<file path="src/rtl/ram_arb_pkg.sv">
// Shared types and constants for the two-master RAM arbiter.
package ram_arb_pkg;

    typedef enum logic [1:0] {
        StIdle   = 2'd0,
        StGrantI = 2'd1,
        StGrantD = 2'd2
    } arb_state_t;

    localparam logic [1:0] GRANT_NONE = 2'b00;
    localparam logic [1:0] GRANT_I    = 2'b01;
    localparam logic [1:0] GRANT_D    = 2'b10;

endpackage

</file>
<file path="src/rtl/ram_arb_watchdog.sv">
// Per-access watchdog: counts strobed cycles without a slave response and
// fires a one-cycle timeout when the limit is reached.
module ram_arb_watchdog #(
    parameter int unsigned TIMEOUT_CYCLES = 255
) (
    input  logic clk_i,
    input  logic rst_n_i,
    input  logic stb_i,
    input  logic ack_i,
    input  logic err_i,
    input  logic clear_i,
    output logic timeout_o
);

    localparam int unsigned CntBits  = $clog2(TIMEOUT_CYCLES + 1);
    localparam int unsigned CntWidth = (CntBits > 8) ? CntBits : 8;

    logic [CntWidth-1:0] count_q, count_d;

    always_comb begin
        // A response landing on the limit cycle wins over the timeout.
        timeout_o = stb_i & ~ack_i & ~err_i & (count_q == CntWidth'(TIMEOUT_CYCLES));
        count_d   = count_q + CntWidth'(1);
        if (clear_i || !stb_i || ack_i || err_i || timeout_o) begin
            count_d = '0;
        end
    end

    always_ff @(posedge clk_i or negedge rst_n_i) begin
        if (!rst_n_i) begin
            count_q <= '0;
        end else begin
            count_q <= count_d;
        end
    end

endmodule

</file>
<file path="src/rtl/ram_arbiter.sv">
// Round-robin Wishbone arbiter sharing one RAM controller between the
// instruction-fetch and load/store masters, with cycle locking and a watchdog.
module ram_arbiter
    import ram_arb_pkg::*;
#(
    parameter int unsigned ADDR_WIDTH     = 32,
    parameter int unsigned DATA_WIDTH     = 32,
    parameter int unsigned TIMEOUT_CYCLES = 255
) (
    input  logic                    clk_i,
    input  logic                    rst_n_i,
    input  logic                    i_cyc_i,
    input  logic                    i_stb_i,
    input  logic [ADDR_WIDTH-1:0]   i_addr_i,
    output logic [DATA_WIDTH-1:0]   i_data_o,
    output logic                    i_ack_o,
    output logic                    i_err_o,
    input  logic                    d_cyc_i,
    input  logic                    d_stb_i,
    input  logic                    d_we_i,
    input  logic [DATA_WIDTH/8-1:0] d_sel_i,
    input  logic [ADDR_WIDTH-1:0]   d_addr_i,
    input  logic [DATA_WIDTH-1:0]   d_data_i,
    output logic [DATA_WIDTH-1:0]   d_data_o,
    output logic                    d_ack_o,
    output logic                    d_err_o,
    output logic                    s_cyc_o,
    output logic                    s_stb_o,
    output logic                    s_we_o,
    output logic [DATA_WIDTH/8-1:0] s_sel_o,
    output logic [ADDR_WIDTH-1:0]   s_addr_o,
    output logic [DATA_WIDTH-1:0]   s_data_o,
    input  logic [DATA_WIDTH-1:0]   s_data_i,
    input  logic                    s_ack_i,
    input  logic                    s_err_i,
    output logic [1:0]              grant_o
);

    arb_state_t state_q, state_d;
    logic       last_i_q, last_i_d;
    logic       req_i, req_d;
    logic       own_i, own_d;
    logic       own_cyc, own_stb;
    logic       release_own;
    logic       timeout;

    assign req_i       = i_cyc_i & i_stb_i;
    assign req_d       = d_cyc_i & d_stb_i;
    assign own_i       = (state_q == StGrantI);
    assign own_d       = (state_q == StGrantD);
    assign own_cyc     = (own_i & i_cyc_i) | (own_d & d_cyc_i);
    assign own_stb     = (own_i & i_cyc_i & i_stb_i) | (own_d & d_cyc_i & d_stb_i);
    assign release_own = (own_i | own_d) & ~own_cyc;

    ram_arb_watchdog #(
        .TIMEOUT_CYCLES(TIMEOUT_CYCLES)
    ) u_watchdog (
        .clk_i    (clk_i),
        .rst_n_i  (rst_n_i),
        .stb_i    (own_stb),
        .ack_i    (s_ack_i),
        .err_i    (s_err_i),
        .clear_i  (release_own),
        .timeout_o(timeout)
    );

    always_comb begin
        state_d  = state_q;
        last_i_d = last_i_q;
        unique case (state_q)
            StIdle: begin
                // On a tie, serve whichever master was not granted most recently.
                if (req_i && (!req_d || !last_i_q)) begin
                    state_d  = StGrantI;
                    last_i_d = 1'b1;
                end else if (req_d) begin
                    state_d  = StGrantD;
                    last_i_d = 1'b0;
                end
            end
            StGrantI: begin
                if (timeout) begin
                    state_d = StIdle;
                end else if (!i_cyc_i) begin
                    if (req_d) begin
                        state_d  = StGrantD;
                        last_i_d = 1'b0;
                    end else begin
                        state_d = StIdle;
                    end
                end
            end
            StGrantD: begin
                if (timeout) begin
                    state_d = StIdle;
                end else if (!d_cyc_i) begin
                    if (req_i) begin
                        state_d  = StGrantI;
                        last_i_d = 1'b1;
                    end else begin
                        state_d = StIdle;
                    end
                end
            end
            default: state_d = StIdle;
        endcase
    end

    always_comb begin
        s_cyc_o  = own_cyc & ~timeout;
        s_stb_o  = own_stb & ~timeout;
        s_we_o   = own_d & d_we_i;
        s_sel_o  = '0;
        s_addr_o = '0;
        s_data_o = '0;
        grant_o  = GRANT_NONE;
        if (own_i) begin
            s_sel_o  = '1;
            s_addr_o = i_addr_i;
            grant_o  = GRANT_I;
        end else if (own_d) begin
            s_sel_o  = d_sel_i;
            s_addr_o = d_addr_i;
            s_data_o = d_data_i;
            grant_o  = GRANT_D;
        end
        i_ack_o  = own_i & s_ack_i;
        i_err_o  = own_i & (s_err_i | timeout);
        d_ack_o  = own_d & s_ack_i;
        d_err_o  = own_d & (s_err_i | timeout);
        i_data_o = s_data_i;
        d_data_o = s_data_i;
    end

    always_ff @(posedge clk_i or negedge rst_n_i) begin
        if (!rst_n_i) begin
            state_q  <= StIdle;
            last_i_q <= 1'b1;
        end else begin
            state_q  <= state_d;
            last_i_q <= last_i_d;
        end
    end

endmodule

</file>
<file path="config.mk">
export PLATFORM = sky130hd
export DESIGN_NAME = ram_arbiter
export DESIGN_NICKNAME = d
export VERILOG_FILES = /design/src/rtl/ram_arb_pkg.sv /design/src/rtl/ram_arb_watchdog.sv /design/src/rtl/ram_arbiter.sv
export SDC_FILE = /design/constraint.sdc
export NUM_CORES = 1
export LEC_CHECK = 0
export ABC_CLOCK_PERIOD_IN_PS = 6000
export CORE_AREA = 10 10 100 102
export CTS_BUF_LIST = sky130_fd_sc_hd__clkbuf_16
export DETAILED_ROUTE_END_ITERATION = 6
export DIE_AREA = 0 0 110 112
export PLACE_DENSITY = 0.91
export SLEW_MARGIN = 10
export SYNTH_ARGS = -nofsm -noshare
export SYNTH_HDL_FRONTEND = slang
export SYNTH_SLANG_ARGS = --single-unit
</file>
<file path="constraint.sdc">
create_clock -name clk_i -period 6 [get_ports clk_i]
set_input_delay 1.5 -clock clk_i [delete_from_list [all_inputs] [get_ports clk_i]]
set_output_delay 1.5 -clock clk_i [all_outputs]
set_load 0.05 [all_outputs]
</file>
==> flow_summary.toml, run 1 <==
[setup_path]
cp.buffers_inverters = 2
cp_data_arrival_time_ns = 3.82
cp-end-kind = "primary output"
crit_type = "in2out"
crit_path_start = "i_cyc_i"
startpoint_type = "primary input"
crit_slowest_cell = "clkdlybuf4s50_1"
regToRegSetupSlack_ns = 3.48
cp.required_ns = 4.50
cp_top_family = "buffers and inverters"
r2r_end = "state_q[0]"
critical-path-max-stage-delay_ns = 0.80
cpMostUsedCell = "clkdlybuf4s50_1"
r2r-start = "state_q[1]"
crit_fanout = 6
r2r_cells = 6
worstPathCellList = "clkdlybuf4s50_1 > nand3_2 > a211o_1 > nor2_1 > o21a_1 > clkdlybuf4s50_1"

[clock_network]
clk_latency_ns = 0.24
cts_root_buffer = "clkbuf_16"
postCtsSetupBuffers = 0
htree_levels = 1
cts_buffers = 3
cts_tree = "done"
cts.reportedPaths.clkPinSlew_ns = 0.04
clockBufferDepth = 2
ctsResizeCount = 0
clock_sinks = 11
cts_hold_buf = 0

[hold_path]
worstHoldEndpoint = "u_watchdog.count_q[0]"
hold_depth = 1
hold_path.startpoint = "u_watchdog.count_q[0]"
hp-class = "reg2reg"

[global_route]
grt_overflow = 0
track_usage_pct = 14.89
grt_pass1_vias = 2302
antenna_found_initial = 0
grt_max_degree = 65
grt_pass1_wl_mm = 14.28

[routing]
wl_mm = 9.683
drtIter0Drc = 65
vias_per_cell = 4.606
vias = 2068
drc = 0
ant_nets = 0
wl_per_cell_um = 21.57
firstDrtPassIters = 4

[die]
ios = 282
placementRows = 33
core_area_um2 = 8051
initial_core_util_pct = 23.00
dieArea_um2 = 12320
dieHeight_um = 112
die_w_um = 110

[timing]
period_share_pct = 88.63
fin_crit_ns = 5.318
setup_tns_ns = 0
timing.fmax_mhz = 188.0
final.setup.worst_slack_ns = 0.6822
maxSlewHeadroom_pct = 37.23
finClkSkew_ns = 0.001054
setup_viol = 0
tightest_slew_ns = 0.9416
finalHoldViolations = 0
maxSlewViolCount = 0
rsz0062_at_grt = "no"

[final_layout]
synthToLayoutAreaGrowth_pct = 83.65
fin_cells = 449
mostFrequentLayoutCells = "clkdlybuf4s50_1 (185), and2_1 (35), a22o_1 (32)"
nets = 492
drive_gt1_share_pct = 4.651
fin_util_pct = 42.24
diodes = 0
layout_commonest_cell = "clkdlybuf4s50_1"

[placement]
hpwl_mm = 8.576
dp_cells = 444
place.gp.congestion = 0.8545
place_ws_ns = 0.6777
io_buffer_count = 185

[power_and_ir_drop]
power_density_nw_per_um2 = 587.0
total_power_uw = 1996
ir_drop_mv = 0.2325
power.leakage_uw = 0.001343

[yosys]
yosysUniqueCellTypes = 39
syn_inst = 231
async_flop_share_pct = 100.0
synth-seq-cells = 11
synth-main-ff-cell = "dfrtp_1"
synth_area_per_cell_um2 = 8.016
synth_area_um2 = 1852
synth_nets = 378
ys_seq_area_share_pct = 14.93
synth_edf_count = 0
yosys_warnings = 0

[status]
outcome = "finished, final reports clean"

[run]
max_cap_viol_count = 0
## through the flow
step	hold slack (ns)	area, um2
floorplan	0.4684	1852
global placement	0.4967	3302
detailed placement	0.5147	3302
CTS	0.5268	3381
global route	0.5548	3401
finish	0.5219	3401
## per-layer routing
layer,global-route usage [%],wire (um)
met1,13.16,2912
met2,28.35,5404
met3,6.920,1094
met4,4.948,272
met5,0,0
## area by class of cell
class	count	area (um2)
Multi-Input combinational cell	139	1023
Clock buffer	3	75.07
Inverter	3	11.26
Sequential cell	11	276.5
Tap cell	105	131.4
Timing Repair Buffer	187	1879
Clock inverter	1	3.754
Fill cell	777	4651
## worst max-delay path by stage
stage | to | cells past startpoint
after CTS | d_err_o | 6
after global placement | i_err_o | 6
after floorplan | s_stb_o | 4
final | i_err_o | 6
after detailed placement | i_err_o | 6
after global routing | i_err_o | 6
## power by group
part | switching (uW) | total, uW | internal, uW
logic | 1160 | 1770 | 617
registers | 13.8 | 103 | 89.1
clock network | 32.5 | 120 | 87.4
## cell families (layout without fill, tap and decap cells)
logic type / count (synthesis) / count (layout) / synth area share [%]
flip-flops: 11 / 11 / 14.93
AND/OR/NAND/NOR: 68 / 68 / 21.35
AO/OA/AOI/OAI: 58 / 58 / 25.95
adder cells (fa/ha/maj): 6 / 6 / 4.054
buffers and inverters: 81 / 194 / 30.34
multiplexers: 1 / 1 / 0.5406
XOR/XNOR: 6 / 6 / 2.838
## sequential cells by signal, summed over array words and instances, names as in the netlist
signal / flops
u_watchdog.count_q: 8
last_i_q: 1
state_q: 2
## worst register-to-register path, stage by stage, from the launching register on
cell	delay [ns]
dfrtp_1	0.41
inv_1	0.12
ha_2	0.82
nand3_2	0.25
a211oi_2	0.44
o211ai_2	0.16
a32o_1	0.22
## cells in the mapped netlist, types with 2 or more instances
master | n | area share (%)
buf_4 | 65 | 26
and2_1 | 35 | 12
a22o_1 | 32 | 15
dfrtp_1 | 10 | 14
nand3_1 | 9 | 2.4
nor2_1 | 9 | 1.8
clkbuf_1 | 7 | 1.4
ha_1 | 6 | 4.1
buf_2 | 5 | 1.4
xor2_1 | 5 | 2.4
a21o_1 | 4 | 1.6
a21oi_1 | 4 | 1.1
nand2_1 | 4 | 0.81
inv_1 | 3 | 0.61
nand4_1 | 3 | 1.0
o21a_1 | 3 | 1.2
a211oi_1 | 2 | 0.81
and3_1 | 2 | 0.68
nand3_2 | 2 | 1.1
o21ai_0 | 2 | 0.54
Power figures use the tool's default switching activity.
==> run 2, diff against run 1 <==
--- a/config.mk
+++ b/config.mk
@@ -6,6 +6,7 @@
 export NUM_CORES = 1
 export LEC_CHECK = 0
 export ABC_CLOCK_PERIOD_IN_PS = 6000
+export CAP_MARGIN = 10
 export CORE_AREA = 10 10 100 102
 export CTS_BUF_LIST = sky130_fd_sc_hd__clkbuf_16
 export DETAILED_ROUTE_END_ITERATION = 6
==> results of run 2 <==
Same layout as run 1: the final DEF is identical, and so are final timing and power.
